[src/rtl/serial_fa_sequencer.sv]
// Bit-serial add/subtract controller driving one external full-adder cell.
// Operands are streamed LSB first; result, carry-out and overflow are registered.
module serial_fa_sequencer #(
    parameter int WIDTH = 8
) (
    input  logic             clk,
    input  logic             rst,
    input  logic             start_valid,
    output logic             start_ready,
    input  logic [WIDTH-1:0] op_a,
    input  logic [WIDTH-1:0] op_b,
    input  logic             sub,
    output logic [WIDTH-1:0] result,
    output logic             carry_out,
    output logic             overflow,
    output logic             done_valid,
    input  logic             done_ready,
    output logic             fa_a,
    output logic             fa_b,
    output logic             fa_cin,
    input  logic             fa_sum,
    input  logic             fa_cout
);

    localparam int CW = $clog2(WIDTH);

    typedef enum logic [1:0] {
        IDLE,
        RUN,
        DONE
    } state_t;

    state_t           state;
    state_t           state_nxt;
    logic [WIDTH-1:0] a_q;
    logic [WIDTH-1:0] b_q;
    logic [WIDTH-1:0] res_q;
    logic [CW-1:0]    cnt_q;
    logic             carry_q;
    logic             cout_q;
    logic             ovf_q;
    logic             accept;
    logic             running;
    logic             last;

    assign running = (state == RUN);
    assign accept  = start_valid && (state == IDLE);
    assign last    = (cnt_q == CW'(WIDTH - 1));

    // State register
    always_ff @(posedge clk) begin
        if (rst) begin
            state <= IDLE;
        end else begin
            state <= state_nxt;
        end
    end

    // Next-state decode
    always_comb begin
        state_nxt = state;
        unique case (state)
            IDLE: if (start_valid) state_nxt = RUN;
            RUN:  if (last)        state_nxt = DONE;
            DONE: if (done_ready)  state_nxt = IDLE;
            default:               state_nxt = IDLE;
        endcase
    end

    // Operand load, bit-serial shifting and final flag capture
    always_ff @(posedge clk) begin
        if (rst) begin
            a_q     <= '0;
            b_q     <= '0;
            res_q   <= '0;
            cnt_q   <= '0;
            carry_q <= 1'b0;
            cout_q  <= 1'b0;
            ovf_q   <= 1'b0;
        end else if (accept) begin
            a_q     <= op_a;
            b_q     <= sub ? ~op_b : op_b;
            carry_q <= sub;
            cnt_q   <= '0;
            res_q   <= '0;
        end else if (running) begin
            a_q     <= {1'b0, a_q[WIDTH-1:1]};
            b_q     <= {1'b0, b_q[WIDTH-1:1]};
            res_q   <= {fa_sum, res_q[WIDTH-1:1]};
            carry_q <= fa_cout;
            cnt_q   <= cnt_q + 1'b1;
            if (last) begin
                // carry into the MSB is the cell's cin on this final bit
                cout_q <= fa_cout;
                ovf_q  <= carry_q ^ fa_cout;
            end
        end
    end

    // Handshake and adder-cell drive decoded from state and registers
    assign start_ready = (state == IDLE);
    assign done_valid  = (state == DONE);
    assign fa_a        = running & a_q[0];
    assign fa_b        = running & b_q[0];
    assign fa_cin      = running & carry_q;
    assign result      = res_q;
    assign carry_out   = cout_q;
    assign overflow    = ovf_q;

endmodule
[config.mk]
export PLATFORM = sky130hd
export DESIGN_NAME = serial_fa_sequencer
export DESIGN_NICKNAME = d
export VERILOG_FILES = /design/src/rtl/serial_fa_sequencer.sv
export SDC_FILE = /design/constraint.sdc
export NUM_CORES = 1
export LEC_CHECK = 0
export CORE_MARGIN = 2
export CORE_UTILIZATION = 50
export CTS_BUF_LIST = sky130_fd_sc_hd__clkbuf_4
export CTS_CLUSTER_DIAMETER = 200
export DETAILED_ROUTE_END_ITERATION = 10
export PLACE_DENSITY_LB_ADDON = 0.15
export SETUP_SLACK_MARGIN = 0.2
export SLEW_MARGIN = 30
export SYNTH_ARGS = -nofsm -noshare
export SYNTH_HDL_FRONTEND = slang
export SYNTH_SLANG_ARGS = --single-unit
[constraint.sdc]
create_clock -name clk -period 3.8 [get_ports clk]
set_input_delay 0.95 -clock clk [delete_from_list [all_inputs] [get_ports clk]]
set_output_delay 0.95 -clock clk [all_outputs]
set_load 0.05 [all_outputs]
==> After elaboration in Yosys (flattened, before gate mapping) <==
Cells that the tools add are included.
{ "totals": {"ff_bits": 32, "inputBits": 23, "output_inout_bits": 15, "word_cells": 38} }
{ "classes": {"n_addsub": 1, "eq_ne": 6, "n_mux": 11, "bitwise_logic": 6, "reduce_logical": 6} }
{ "op_table": {"columns": ["op", "count"], "rows": [
  ["$mux W8", 5],
  ["$not A8 Y8", 1],
  ["$mux W2", 3],
  ["$pmux W2 S3", 1],
  ["$reduce_and A3 Y1", 2],
  ["$ne A2 B1 Y1 const B", 2],
  ["$add A3 B1 Y3 const B", 1],
  ["$and A1 B1 Y1", 3],
  ["$eq A3 B3 Y1 const B", 1],
  ["$eq A2 B1 Y1 const B", 1],
  ["$eq A2 B2 Y1 const B", 1],
  ["$logic_not A2 Y1", 1],
  ["$mux W1", 2],
  ["$ne A2 B2 Y1 const B", 1],
  ["$reduce_bool A2 Y1", 1],
  ["$reduce_or A2 Y1", 1],
  ["$logic_and A1 B1 Y1", 1],
  ["$not A1 Y1", 1],
  ["$xor A1 B1 Y1", 1]
]} }

==> Longest topological paths before layout <==
{ "depth": {"ltp_word": 4, "ltp_mapped": 5} }

==> Worst setup path after synthesis <==
No wires, ideal clock.
{ "synth_timing": {"path_type": "reg2out", "start": "register state[1]", "end": "output port done_valid", "arrival_time_ns": 1.426, "required_time_ns": 2.850, "slack_ns": 1.424, "path_stages_with_launch": 3, "path_cell_list": "dfxtp_1 > clkbuf_1 > nor2b_1"} }
{ "synth_via": {"elab_chain_len": 1} }
{ "synth_lines": {"columns": ["item", "line", "source"], "rows": [
  ["from (decl)", "33", "state_t state;"],
  ["from (signal assigned)", "55", "state <= state_nxt;"],
  ["$eq A2 B2 Y1", "102", "assign done_valid = (state == DONE);"],
  ["to (decl)", "16", "output logic done_valid,"]
]} }
No other way between the ends.

==> Worst setup path after layout <==
{ "layout_timing": {"start": "register state[0]", "end": "output port fa_cin"} }
{ "layout_via": {"elab_chain_len": 2} }
{ "layout_lines": {"columns": ["item", "line", "source"], "rows": [
  ["$eq A2 B1 Y1", "46", "assign running = (state == RUN);"],
  ["$and A1 B1 Y1", "105", "assign fa_cin = running & carry_q;"],
  ["to (decl)", "20", "output logic fa_cin,"]
]} }
No other way between the ends.

==> impl_metrics.csv <==
group,metric,value,unit
power_and_ir_drop,power,642,uW
sta,finalHoldViolCount,0,
min_path,hold_class,"reg -> reg",
synthesis,seq_area_frac_synth,44.4,%
clocking,cts_made_buffers,5,
floorplan,core_area,0.00276,mm^2
layout,fin_area,0.00183,mm^2
grt,antenna_found_initial,0,
layout,layout-drive-gt1-share,10.4,%
floorplan,die_h,57.7,um
sta,skew,0.00643,ns
sta,max-slew-margin-rel,60.4,%
sta,timing.fmax,316,MHz
job,drv_cap,0,
grt,grt_remaining_overflow,0,
sta,finalCriticalPeriod,3.16,ns
worst_setup_path,worst-path-max-fanout,14,
grt,grtUsageMet3,5.58,%
grt,grt_first_pass_wirelength,5120,um
floorplan,boundaryPins,38,
sta,tightest_slew,0.592,ns
floorplan,start_util,52.3,%
synthesis,synth_area,0.00144,mm^2
synthesis,syn_nets,196,
clocking,path_clk_slew,0.09,ns
power_and_ir_drop,powerDensity,352,mW/mm^2
worst_setup_path,required,2.85,ns
clocking,cts_hold_buf,0,
worst_setup_path,cp-start-kind,"register",
synthesis,postSynthCellCount,171,
grt,top_usage_layer,"met2",
place,place.gp.congestion,0.802,
clocking,cts_tree,"yes",
synthesis,synth-seq-cells,32,
floorplan,dieWidth,57.7,um
synthesis,yosys_warnings,0,
grt,grt_pass1_vias,1210,
layout,nNetsFinal,229,
power_and_ir_drop,ir_drop,0.355,mV
worst_setup_path,worstSetupEndpointType,"output pin",
sta,setup_violations,0,
route,via_count,1255,
route,first_iter_violations,40,
place,dp_hpwl,2150,um
sta,rsz0062_at_grt,"false",
layout,area_growth,26.5,%
worst_setup_path,path_class,"reg -> out",
layout,n_antenna_cell,0,
grt,grtUsageMet1,22.5,%
place,io_buffers,37,
route,wire_per_inst,12.6,um
clocking,cts_resized,0,
floorplan,die-area,0.00333,mm^2
clocking,cts-root-buf,"clkbuf_4",
clocking,clk_latency,0.32,ns
layout,layout_common_cells,"clkdlybuf4s50_1 (36), dfxtp_1 (32), nand2_1 (29)",
clocking,htree_levels,2,
route,firstDrtPassIters,4,
sta,fin_tns_setup,0,ns
synthesis,yosys.cell_types.count,30,
sta,drv_slew,0,
clocking,cts.sinks,32,
floorplan,row_count,19,
route,drc,0,
route,vias_per_cell,5.39,
sta,period_share,83.3,%
grt,track_usage,19.6,%
route,final_antenna_net_count,0,
synthesis,syn_avg_cell_area,8.44,um^2
grt,grt_max_degree,19,
grt,use_met2,34.6,%
power_and_ir_drop,p_leak,0.658,nW
run_status,status,"finished clean",
clocking,clk_path_buf_depth,2,
clocking,cts_setup_buffers,0,
place,placedInstanceArea,0.00179,mm^2
worst_setup_path,crit_arrival,2.21,ns
route,wl,2940,um
layout,mostFrequentLayoutCell,"clkdlybuf4s50_1",
critical path, stage by stage (launching register included):
cell and delay (ns):
dfxtp_1 0.59, nand2b_1 0.32, nor2_1 0.17, clkdlybuf4s50_1 0.82
cells by family (layout without fill, tap and decap cells):
logic type | count (synthesis) | in the layout | synth area share [%]
AND/OR/NAND/NOR | 70 | 70 | 21.9
XOR/XNOR | 10 | 10 | 6.07
buffers and inverters | 15 | 46 | 5.81
adder cells (fa/ha/maj) | 2 | 2 | 1.73
AO/OA/AOI/OAI | 42 | 42 | 20.0
flip-flops | 32 | 32 | 44.4
stage by stage:
stage / hold WS (ns) / utilization [%] / setup slack, ns / std cells
finish: 0.462 / 66.2 / 0.636 / 233
global route: 0.493 / 66.2 / 0.442 / 233
global placement: 0.444 / 64.8 / 1.03 / 228
detailed placement: 0.451 / 64.8 / 0.973 / 228
floorplan: 0.434 / - / 1.42 / 171
CTS: 0.463 / 66.2 / 0.628 / 233
synthesized netlist by cell type:
| library cell | instances | share of area, % |
|---|---|---|
| o21a_1 | 1 | 0.52 |
| or3b_2 | 2 | 1.2 |
| ha_1 | 2 | 1.7 |
| buf_4 | 1 | 0.52 |
| a221o_2 | 6 | 4.7 |
| and2_1 | 1 | 0.43 |
| nand2b_2 | 1 | 0.61 |
| buf_2 | 5 | 1.7 |
| clkbuf_2 | 2 | 0.69 |
| a21oi_1 | 25 | 8.7 |
| nor2b_1 | 2 | 0.87 |
| nand2_1 | 29 | 7.5 |
| a221o_1 | 1 | 0.69 |
| a211oi_1 | 5 | 2.6 |
| nand3_1 | 3 | 1.0 |
| xor2_1 | 2 | 1.2 |
| clkbuf_1 | 3 | 0.78 |
| nand3b_1 | 1 | 0.52 |
| or4b_1 | 1 | 0.69 |
| nor2_1 | 25 | 6.5 |
| inv_1 | 2 | 0.52 |
| buf_6 | 2 | 1.6 |
| nor3b_2 | 1 | 0.87 |
| dfxtp_1 | 32 | 44 |
| xnor2_1 | 8 | 4.9 |
| o221a_2 | 2 | 1.6 |
| nand2b_1 | 3 | 1.3 |
| a32oi_1 | 1 | 0.61 |
| nor3_1 | 1 | 0.35 |
| o21ba_2 | 1 | 0.69 |
path summary, 6_finish.rpt:
| path | end | slack (ns) | cells after the start | start |
|---|---|---|---|---|
| max | fa_cin | 0.64 | 3 | state[0] |
| max reg2reg | b_q[4] | 1.86 | 4 | state[1] |
| min reg2reg | result[0] | 0.46 | 2 | result[0] |
| min | result[0] | 0.46 | 2 | result[0] |
cell type report:
| class | instances | area [um^2] |
|---|---|---|
| multi-input combinational | 124 | 718 |
| sequential | 32 | 641 |
| timing repair buffer | 39 | 383 |
| fill | 229 | 932 |
| tap | 31 | 38.8 |
| clock buffer | 5 | 37.5 |
| inverter | 2 | 7.51 |
state kept, by name, indices dropped and copies added (netlist names):
name	count
overflow	1
a_q	8
carry_out	1
carry_q	1
b_q	8
cnt_q	3
result	8
state	2
report_power, final:
group	switching, mW	leakage [nW]	internal [mW]	total, mW
logic	0.0586	0.373	0.0572	0.116
registers	0.0126	0.262	0.353	0.366
clock network	0.0988	0.0230	0.0617	0.161
layer usage:
| metal | vias to the layer above | wire [um] |
|---|---|---|
| met5 | - | 0 |
| met4 | 0 | 37 |
| met3 | 4 | 117 |
| met2 | 30 | 1440 |
| met1 | 577 | 1350 |
| li1 | 644 | - |
No activity file was read; power rests on OpenSTA's default activity.
==> variant 1, RTL diff (config.mk and constraints unchanged) <==
Re-encode `state_t` (3 states) as one-hot, 3 bits wide.
--- a/src/rtl/serial_fa_sequencer.sv
+++ b/src/rtl/serial_fa_sequencer.sv
@@ -25,8 +25,8 @@
     localparam int CW = $clog2(WIDTH);
 
-    typedef enum logic [1:0] {
-        IDLE,
-        RUN,
-        DONE
+    typedef enum logic [2:0] {
+        IDLE = 3'b001,
+        RUN  = 3'b010,
+        DONE = 3'b100
     } state_t;
 
Behaviour: no difference found for any inputs over 10 cycles, from zero or initial values and one cycle with rst high; not proved beyond that.
==> variant 1 against the unedited design <==
Routed wire length up 5.5%; worst setup slack got worse by 110 ps; register-to-register slack better by 120 ps; die area grew 3.3%; sequential share of layout area rose by 0.32 points; cell area up 2.2%; final cell count increased by 1.7%; synthesized area increased by 3.6%; critical path depth unchanged; sequential power increased by 2%; via count grew 7.0%; count of clock-buffer cells in the layout unchanged; sequential cell count grew 1; the run now ends with design-rule violations left; total power is essentially flat.
==> variant 1: results (changes against the unedited design) <==
- R2R depth: 3 (-1)
- Crit path DAT: 2320 ps (+110 ps)
- Met2 Wirelength: 1.52 mm (+6.1%)
- DRC viols: 3 (+3)
- Final #Nets: 232 (+1.3%)
- WHS: 472 ps (+10.2 ps)
- Synthesized area per cell: 8.44 µm² (about the same)
- Result of the run: complete, but fails checks
- Setup Skew: 8.95 ps (+2.51 ps)
- M1 GR Usage: 0.216 (-0.00861)
- Share of layout cells above drive strength 1: 0.0583 (-0.0457)
- Comb pwr: 0.0000957 W (-18%)
- Largest net degree at the start of global routing: 29 (+10)
- Seq/Total Area, Yosys: 0.442 (-0.00185)
- Top cells by count, synth: 36 x nand2_1, 33 x dfxtp_1, 24 x a21oi_1
- Placed cell areas: 0.00182 mm² (+2.0%)
- M3 GR Usage: 0.0791 (+0.0233)
- Fmax: 305 MHz (-3.4%)
- Worst R2R End: b_q[5]
- Tot GR Track Use: 0.200 (+0.00456)
- Final GP Congestion: 0.742 (-7.6%)
- Sw Ratio: 0.263 (-0.00151)
- Vias in the first global route: 1183 (-2.2%)
- DRT iter0 DRCs: 64 (+60%)
- Synth top area cells: dfxtp_1 44%, nand2_1 9.0%, a21oi_1 8.0%, a311oi_1 4.7%, xor2_1 4.7%
- Routed via count: 1343 (+7.0%)
- R2r setup slk: 1980 ps (+120 ps)
- Critical path startpoint: state[1]
- Clk. pwr: 0.000173 W (+7%)
- Leakage: 0.640 nW (-2.8%)
- Worst slack, placed: 896 ps (-76.3 ps)
- VDD IR-drop max: 300 µV (-16%)
- Failing checks: design-rule violations
- Clock Power Share: 0.270 (+0.020)
- Distinct cell type count after synthesis: 28 (-6.7%)
- Syn_nets: 202 (+3.1%)
- M1 WL: 1.32 mm (-2.2%)
- HPWL reported at the end of detailed placement: 2.13 mm (-1.3%)
- Fillcell total: 258 (+13%)
- DR pass1 iterations: 7 (+3)
- Non-filler cells, final: 237 (+1.7%)
- Sequential logic power: 0.000374 W (+2%)
- CP max FO: 12 (-2)
- Drt wl/cell: 13.1 µm (+3.7%)
- Met3 Wirelength: 211 µm (+80%)
==> variant 1: cell families after synthesis <==
family / count (synthesis) / synth area share
buffers and inverters: 19 / 0.0737
adders and majority gates: 2 / 0.0167
xor gates and xnor gates: 10 / 0.0586
and+or+nand+nor: 70 / 0.229
AOI/OAI and AO/OA: 43 / 0.180
DFF: 33 / 0.442
==> variant 1: critical path, cell delays in order, from the launching register on <==
cell             delay, ps
dfxtp_1                480
nor3b_4                510
and2_1                 200
clkdlybuf4s50_1        800
==> variant 1: area by class of cell <==
| class | instances | area (µm²) | share of cell area |
|---|---|---|---|
| multi-input combinational | 125 | 723 | 0.388 |
| tap | 31 | 38.8 | 0.0208 |
| clock inverter | 1 | 5.00 | 0.00268 |
| sequential | 33 | 661 | 0.354 |
| clock buffer | 5 | 37.5 | 0.0201 |
| inverter | 2 | 7.51 | 0.00402 |
| timing repair buffer | 40 | 393 | 0.211 |
==> variant 2, RTL diff (config.mk and constraints unchanged) <==
Made on the original files. Set the parameter `WIDTH` to 32 (it was 8).
--- a/src/rtl/serial_fa_sequencer.sv
+++ b/src/rtl/serial_fa_sequencer.sv
@@ -2,5 +2,5 @@
 // Operands are streamed LSB first; result, carry-out and overflow are registered.
 module serial_fa_sequencer #(
-    parameter int WIDTH = 8
+    parameter int WIDTH = 32
 ) (
     input  logic             clk,
Interface: changed (resized op_a, op_b and result); port bits go from 38 to 110. No check against the original RTL was run, so the function may have changed too.
==> variant 2 against the unedited design <==
Cell area grew to 3.1 times the old value; total power grew to 3.3 times the old value; sequential power grew to 3.3 times the old value; sequential cell count grew 74; largest cell class is now sequential cells; worst setup slack lost 120 ps; maximum frequency shrank 3.6%; synthesized area grew to 3.1 times the old value; routed wire length grew to 3.2 times the old value.
==> variant 2: results (changes against the unedited design) <==
- Slowest stage cell on the critical path: dfxtp_1
- Largest net degree at the start of global routing: 68 (+49)
- Ant diodes: 0 (unchanged)
- Clk root buf: clkbuf_4
- PortBufs: 109 (+190%)
- Setup Skew: 13.8 ps (+7.37 ps)
- Resized Gates After CTS: 0 (unchanged)
- Vias in the first global route: 3570 (+200%)
- Via density: 5.34 (-0.84%)
- Number of buffers created by CTS: 9 (+4)
- Worst-skew pair later-pin latency: 430 ps (+110 ps)
- Top cells by count, synth: 106 x dfxtp_1, 100 x nand2_1, 71 x a21oi_1
- Final #Nets: 675 (+190%)
- VDD IR-drop max: 172 µV (-52%)
- HPWL reported at the end of detailed placement: 6.23 mm (+190%)
- DRT iter0 DRCs: 161 (+300%)
- Result of the run: finished clean
- First-pass GRT wire length: 15.9 mm (+210%)
- Syn_nets: 596 (+200%)
- Clk buf depth: 2 (unchanged)
- Final GP Congestion: 0.734 (-8.5%)
- Slew HR: 0.403 (-0.200)
- Synth top area cells: dfxtp_1 48%, nand2_1 8.5%, a21oi_1 8.0%, a221o_1 7.0%, xnor2_1 6.3%
- Leakage: 1.95 nW (+200%)
- Tot GR Track Use: 0.196 (about the same)
- Die W: 98.1 µm (+70%)
- Share of layout cells above drive strength 1: 0.0560 (-0.0479)
- Crit path DAT: 2330 ps (+120 ps)
- Clock Pin Slew Worst Setup and Hold Paths: 150 ps (+60 ps)
- Placed cell areas: 0.00549 mm² (+210%)
- Seq/Total Area, Yosys: 0.479 (+0.0352)
- Max stage delay on crit path: 700 ps (-120 ps)
- H-Tree Depth: 3 (+1)
[variant 2: layout make-up]
class | count | area (µm²)
fillers | 740 | 3010
repair buffers | 115 | 1130
clock inverters | 5 | 55.1
well taps | 108 | 135
multi-input cells | 370 | 2110
clock buffers | 11 | 82.6
flip-flops and latches | 106 | 2120
[variant 2: metal layers]
layer	vias to the layer above	routed length [µm]	share of wire	global-route usage
li1	1944	-	-	-
met3	15	456	0.048	0.0308
met2	90	4560	0.48	0.332
met1	1770	4350	0.46	0.254
met5	-	0	0	0
met4	0	146	0.015	0.0684
[variant 2: path summary, 6_finish.rpt]
kind | cells past startpoint | slack [ps] | startpoint | end
max | 4 | 520 | state[0] | fa_cin
min | 2 | 460 | overflow | overflow
max reg2reg | 4 | 1780 | state[1] | a_q[7]
min reg2reg | 2 | 460 | overflow | overflow
[variant 2: cell families after synthesis]
kind of cell               share of synthesized area
AOI/OAI and AO/OA                              0.205
xor gates and xnor gates                      0.0692
adders and majority gates                    0.00565
buffers and inverters                         0.0520
DFF                                            0.479
muxes                                        0.00226
and+or+nand+nor                                0.187
[variant 2: power breakdown]
part           leakage [nW]  switching, W  internal, W  total (W)
sequential            0.867     0.0000378      0.00118    0.00121
combinational          1.01      0.000168     0.000162   0.000330
clock                0.0729      0.000348     0.000214   0.000563
[variant 2: stage by stage]
step                setup slack, ps  std cells   util
finish                          519        715  0.652
global route                    290        715  0.652
CTS                             432        715  0.652
detailed placement              584        699  0.636
global placement                723        699  0.635
floorplan                      1390        523      -
[variant 2: worst max-delay path: cells and delay by family (launching register included)]
family | cells | cell delay (ps)
DFF | 1 | 700
and+or+nand+nor | 2 | 480
buffers and inverters | 2 | 730
